===== src/rtl/lap_timer.sv =====
// lap_timer: BCD stopwatch/countdown (MM:SS.t) with run/pause/done control
// and a valid/ready FIFO of captured lap times.
module lap_timer #(
  parameter int TICK_DIV  = 10,
  parameter int MIN_LIMIT = 59,
  parameter int LAP_DEPTH = 4
) (
  input  logic                           clk,
  input  logic                           clr_n,
  input  logic                           start,
  input  logic                           stop,
  input  logic                           lap,
  input  logic                           down,
  input  logic                           load,
  input  logic [19:0]                    load_val,
  output logic [19:0]                    time_out,
  output logic                           running,
  output logic                           done,
  output logic                           lap_valid,
  input  logic                           lap_ready,
  output logic [19:0]                    lap_data,
  output logic [$clog2(LAP_DEPTH):0]     lap_count,
  output logic                           lap_ovf
);
  localparam int PW = (TICK_DIV > 1) ? $clog2(TICK_DIV) : 1;
  localparam int AW = $clog2(LAP_DEPTH);
  localparam int CW = AW + 1;
  localparam logic [3:0] LIM10 = 4'(MIN_LIMIT / 10);
  localparam logic [3:0] LIM1  = 4'(MIN_LIMIT % 10);

  typedef enum logic [1:0] {IDLE, RUN, PAUSE, DONE} state_t;

  state_t         state_q, state_d;
  logic [19:0]    time_q, time_d;
  logic [PW-1:0]  presc_q, presc_d;
  logic           dir_q, dir_d;
  logic           done_q, done_d;
  logic [19:0]    mem_q [LAP_DEPTH];
  logic [AW-1:0]  wr_q, rd_q;
  logic [CW-1:0]  cnt_q;
  logic           ovf_q;

  logic [3:0] m10, m1, s10, s1, ms;
  logic [3:0] m10_n, m1_n, s10_n, s1_n, ms_n;
  logic       up, ms_c, s1_c, s10_c, m_top, m1_w;
  logic [19:0] time_nx;
  logic [6:0] lv_min;
  logic       load_ok, tick, push_req, push, pop, full;

  assign {m10, m1, s10, s1, ms} = time_q;
  assign up = !dir_q;

  // Cascaded BCD carry/borrow: each digit moves only when all lower digits roll.
  assign ms_c  = up ? ms == 4'd9 : ms == 4'd0;
  assign ms_n  = up ? (ms_c ? 4'd0 : ms + 4'd1) : (ms_c ? 4'd9 : ms - 4'd1);
  assign s1_c  = ms_c && (up ? s1 == 4'd9 : s1 == 4'd0);
  assign s1_n  = !ms_c ? s1 : up ? (s1 == 4'd9 ? 4'd0 : s1 + 4'd1) : (s1 == 4'd0 ? 4'd9 : s1 - 4'd1);
  assign s10_c = s1_c && (up ? s10 == 4'd5 : s10 == 4'd0);
  assign s10_n = !s1_c ? s10 : up ? (s10 == 4'd5 ? 4'd0 : s10 + 4'd1) : (s10 == 4'd0 ? 4'd5 : s10 - 4'd1);
  assign m_top = up ? {m10, m1} == {LIM10, LIM1} : {m10, m1} == 8'h00;
  assign m1_w  = up ? m1 == 4'd9 : m1 == 4'd0;
  assign {m10_n, m1_n} = !s10_c ? {m10, m1} :
                         m_top ? (up ? 8'h00 : {LIM10, LIM1}) :
                         up ? (m1_w ? {m10 + 4'd1, 4'd0} : {m10, m1 + 4'd1}) :
                              (m1_w ? {m10 - 4'd1, 4'd9} : {m10, m1 - 4'd1});
  assign time_nx = {m10_n, m1_n, s10_n, s1_n, ms_n};

  assign lv_min  = 7'(load_val[19:16]) * 7'd10 + 7'(load_val[15:12]);
  assign load_ok = load && load_val[19:16] <= 4'd9 && load_val[15:12] <= 4'd9 &&
                   load_val[11:8] <= 4'd5 && load_val[7:4] <= 4'd9 &&
                   load_val[3:0] <= 4'd9 && lv_min <= 7'(MIN_LIMIT);

  assign tick = state_q == RUN && presc_q == PW'(TICK_DIV - 1);

  always_comb begin
    state_d = state_q;
    time_d  = time_q;
    presc_d = presc_q;
    dir_d   = dir_q;
    done_d  = 1'b0;
    case (state_q)
      IDLE: begin
        if (load_ok) time_d = load_val;
        if (start && !stop && !(down && time_q == 20'h0)) begin
          state_d = RUN;
          dir_d   = down;
          presc_d = '0;
        end
      end
      RUN: begin
        presc_d = tick ? '0 : presc_q + PW'(1);
        if (tick) time_d = time_nx;
        // Expiry takes precedence over a same-cycle stop so done is never lost.
        if (tick && dir_q && time_nx == 20'h0) begin
          state_d = DONE;
          done_d  = 1'b1;
        end else if (stop) state_d = PAUSE;
      end
      PAUSE: begin
        if (load_ok) time_d = load_val;
        if (stop) begin
          state_d = IDLE;
          time_d  = '0;
        end else if (start) state_d = RUN;
      end
      DONE: state_d = (start || stop) ? IDLE : DONE;
      default: state_d = IDLE;
    endcase
  end

  assign push_req = lap && (state_q == RUN || state_q == PAUSE);
  assign pop      = lap_valid && lap_ready;
  assign full     = cnt_q == CW'(LAP_DEPTH);
  assign push     = push_req && (!full || pop);

  always_ff @(posedge clk) begin
    if (!clr_n) begin
      state_q <= IDLE;
      time_q  <= '0;
      presc_q <= '0;
      dir_q   <= 1'b0;
      done_q  <= 1'b0;
      wr_q    <= '0;
      rd_q    <= '0;
      cnt_q   <= '0;
      ovf_q   <= 1'b0;
    end else begin
      state_q <= state_d;
      time_q  <= time_d;
      presc_q <= presc_d;
      dir_q   <= dir_d;
      done_q  <= done_d;
      wr_q    <= push ? wr_q + AW'(1) : wr_q;
      rd_q    <= pop ? rd_q + AW'(1) : rd_q;
      cnt_q   <= cnt_q + CW'(push) - CW'(pop);
      ovf_q   <= ovf_q || (push_req && full && !pop);
    end
  end

  always_ff @(posedge clk) begin
    if (clr_n && push) mem_q[wr_q] <= time_q;
  end

  assign time_out  = time_q;
  assign running   = state_q == RUN;
  assign done      = done_q;
  assign lap_valid = cnt_q != '0;
  assign lap_data  = mem_q[rd_q];
  assign lap_count = cnt_q;
  assign lap_ovf   = ovf_q;
endmodule


===== config.mk =====
export PLATFORM = sky130hd
export DESIGN_NAME = lap_timer
export DESIGN_NICKNAME = d
export VERILOG_FILES = /design/src/rtl/lap_timer.sv
export SDC_FILE = /design/constraint.sdc
export NUM_CORES = 1
export LEC_CHECK = 0
export BUFFER_PORTS_ARGS = -buffer_cell sky130_fd_sc_hd__clkbuf_2
export CORE_ASPECT_RATIO = 0.9
export CORE_MARGIN = 1
export CORE_UTILIZATION = 39
export CTS_BUF_LIST = sky130_fd_sc_hd__clkbuf_8
export CTS_CLUSTER_SIZE = 25
export DETAILED_ROUTE_END_ITERATION = 16
export SLEW_MARGIN = 10
export SYNTH_ARGS = -nofsm -noshare
export SYNTH_HDL_FRONTEND = slang
export SYNTH_SLANG_ARGS = --single-unit

===== constraint.sdc =====
create_clock -name clk -period 3.1 [get_ports clk]
set_input_delay 0.62 -clock clk [delete_from_list [all_inputs] [get_ports clk]]
set_output_delay 0.62 -clock clk [all_outputs]
set_load 0.1 [all_outputs]

==> metrics <==
end point of the worst hold path=dir_q; global-route wire length before repair=25.8 mm; largest family of logic cells by synthesized area=compound AO/OA/AOI/OAI gates; Skew-Pair Late Insertion Delay=440 ps; Cells after DPL=889; CTS buffer count=17; syn_area_per_cell=11.0 µm²; EDFF count, synth=80; Antenna Diode Count=0; Final Wtd Congestion=0.857; Slew Limit Headroom=0.264; Net Switching=0.00277 W; CP required=3450 ps; most common cell after layout, fill and taps aside=edfxtp_1; routed wire length=16.2 mm; I/O pins=75; CP max stage delay=480 ps; Final Critical Period=2960 ps; starting density of the core=0.401; mux share of post-synthesis cell area=0.0881; Synth Register Bits=118; Worst-Margin Slew=1100 ps; LEAKAGE=3.02 nW; Synth cell types=76; commonest non-fill, non-tap cells in the layout=80 x edfxtp_1, 74 x clkbuf_2, 56 x nor2_1; Reg-to-Reg End=state_q[0]; Post-DP Area=7450 µm²; worst r2r src=dir_q; Remaining DRCs=0; largest net degree at the start of global routing=40; Crit. path cell count=8; CTS tree=done; Clock Skews=11.5 ps; row count=44; post-synthesis cell count=590; die area=17200 µm²; Peak Freq=337 MHz; Syn Std Cell Area=6490 µm²; Clock transition at path regs=70 ps; Post-Syn Nets=651; Internal=0.00328 W; Hold Crit Start=down; crit path cell chain=or3b_1, a2111o_1, or2_0, a21o_1, a2111oi_4, a311oi_2, nand2b_4, a221oi_2; Overflow after GRT=0; Post-Synth Adder-Cell Area=0.0671; final hold vios=0; CTS Sinks=118; CP max-delay cell=a2111o_1; Core Footprint=16200 µm²; clock power share=0.220; iteration count of the initial detailed-routing pass=5; Sw Share=0.457; vias post-DR=5147; Setup Buffers After CTS=0; post-synthesis sequential area ratio=0.487; design area=7850 µm²; All-Layer GR Usage=0.199; Crit Path Max Fanout=5; IO buf count=74; Post-DP HPWL=11.6 mm; clk buf depth=2; drt first-iter violations=288; flop2flop setup slack=140 ps; Crit path arrival time=3310 ps; Reg2Reg Depth=8; run status=completed; crit path kind=reg -> reg; worst vdd ir=576 µV; family with the most delay on the worst path=compound AO/OA/AOI/OAI gates; H-tree depth=4; WP buf/inv=0; Via density=5.60; Critical Path Source Type=flip-flop; DRT antenna net count=0; Max-Cap Viols=0; P&R area growth vs syn=21.0%; Layout Cells excl Fill=919; Sequential Power Share=0.319; cts hold-fix bufs=0; Post-layout nets=762; hold crit path type=in -> reg; post-synthesis simple-gate area fraction=0.146; setup violators final=0; CP endpoint kind=flip-flop; number of global-route vias before repair=5024; max-slew violation count=0; Die Wd=138 µm; clock root cell=clkbuf_8; Synth Area in Compound Gates=0.154; wire per inst=17.6 µm; Pwr per Cell Area=771 nW/µm²; ys async rst share=0; Synth Flop Type=edfxtp_1; RSZ-0062 raised after global routing=no; Final Cycle Share=0.956; layout cells sized above 1=0.289; Yosys warning count=0; antenna violations before repair=0; Comb pwr share=0.461; die height=124 µm; WHS Path Cells=3; XOR/XNOR share of the synthesized area=0.0189
## worst reg2reg max path, cell delays in order (launching register included)
cell and delay [ps]:
dfxtp_1 400, or3b_1 400, a2111o_1 480, or2_0 340, a21o_1 250, a2111oi_4 400, a311oi_2 190, nand2b_4 180
a221oi_2 250
## final cells by class
cell class | instances | area, µm²
fill | 1530 | 8340
inverter | 33 | 124
timing repair buffer | 125 | 778
sequential | 118 | 3180
clock inverter | 13 | 134
multi-input combinational | 406 | 3140
tap | 207 | 259
clock buffer | 17 | 234
## stage by stage
| stage | TNS (ps) | hold slack [ps] | setup slack (ps) | total power, W | util |
|---|---|---|---|---|---|
| 2_1_floorplan | 0 | 448 | 1.33 | 0.00415 | - |
| 3_5_place_dp | -2770 | 457 | -202 | 0.00474 | 0.460 |
| 5_1_grt | 0 | 443 | 21.0 | 0.00635 | 0.485 |
| 6_report | 0 | 454 | 137 | 0.00605 | 0.485 |
| 4_1_cts | 0 | 413 | 18.3 | 0.00608 | 0.483 |
| 3_3_place_gp | -1570 | 451 | -117 | 0.00469 | 0.460 |
## registers in the layout (all words and copies together) (netlist names), named ones only
register and count:
wr_q 2, rd_q 2, lap_ovf 1, lap_count 3, mem_q 80, time_out 20
dir_q 1, state_q 2, presc_q 4, done 1
## worst max path at each step
stage	slack (ps)	to	from
after global placement	-120	time_out[8]	load_val[17]
after global routing	20	state_q[0]	time_out[1]
after CTS	20	state_q[0]	dir_q
final	140	state_q[0]	dir_q
after floorplan	1	time_out[17]	load_val[17]
after detailed placement	-200	time_out[8]	load_val[17]
## kinds of logic after synthesis
kind of cell | Yosys count
simple gates | 179
xor+xnor | 14
buf+inv | 66
compound gates | 148
flops | 118
fa+ha+maj | 33
mux | 32
## repair_timing
item                                    in CTS  in global routing
endpoints found under the setup margin       0                  3
resized for setup                            0                  7
endpoints found under the hold margin        0                  0
## cells in the mapped netlist (all sizes together), types with 4 or more instances
master	number	area [µm²]
a211oi	5	37.5
a21boi	4	30.0
a21oi	33	165
a22oi	14	105
a311oi	4	35.0
and2	6	37.5
and3	10	62.6
clkbuf	31	116
dfxtp	38	761
edfxtp	80	2400
ha	30	375
inv	32	120
mux2i	11	110
mux4	20	450
nand2	39	146
nand2b	5	38.8
nand3	7	35.0
nand3b	8	60.1
nand4	5	31.3
nor2	56	210
nor2b	6	37.5
nor3	7	35.0
nor4bb	5	50.1
o21a	4	30.0
o21ai	42	210
o221ai	5	43.8
o22ai	4	25.0
xnor2	6	52.6
xor2	8	70.1
## routing by layer
layer,global-route usage,vias up,share of wire
met3,0.0570,25,0.081
met5,0,-,0
met2,0.295,185,0.45
met1,0.274,2487,0.45
li1,-,2450,-
met4,0.0716,0,0.019
## power groups by stage
stage / clock (W) / sequential, W / combinational, W
floorplan: 0 / 0.00224 / 0.00191
global placement: 0 / 0.00195 / 0.00274
global route: 0.00143 / 0.00195 / 0.00297
CTS: 0.00137 / 0.00193 / 0.00279
detailed placement: 0 / 0.00196 / 0.00278
finish: 0.00133 / 0.00193 / 0.00279
Note: power is estimated with default switching activity, not from simulation.
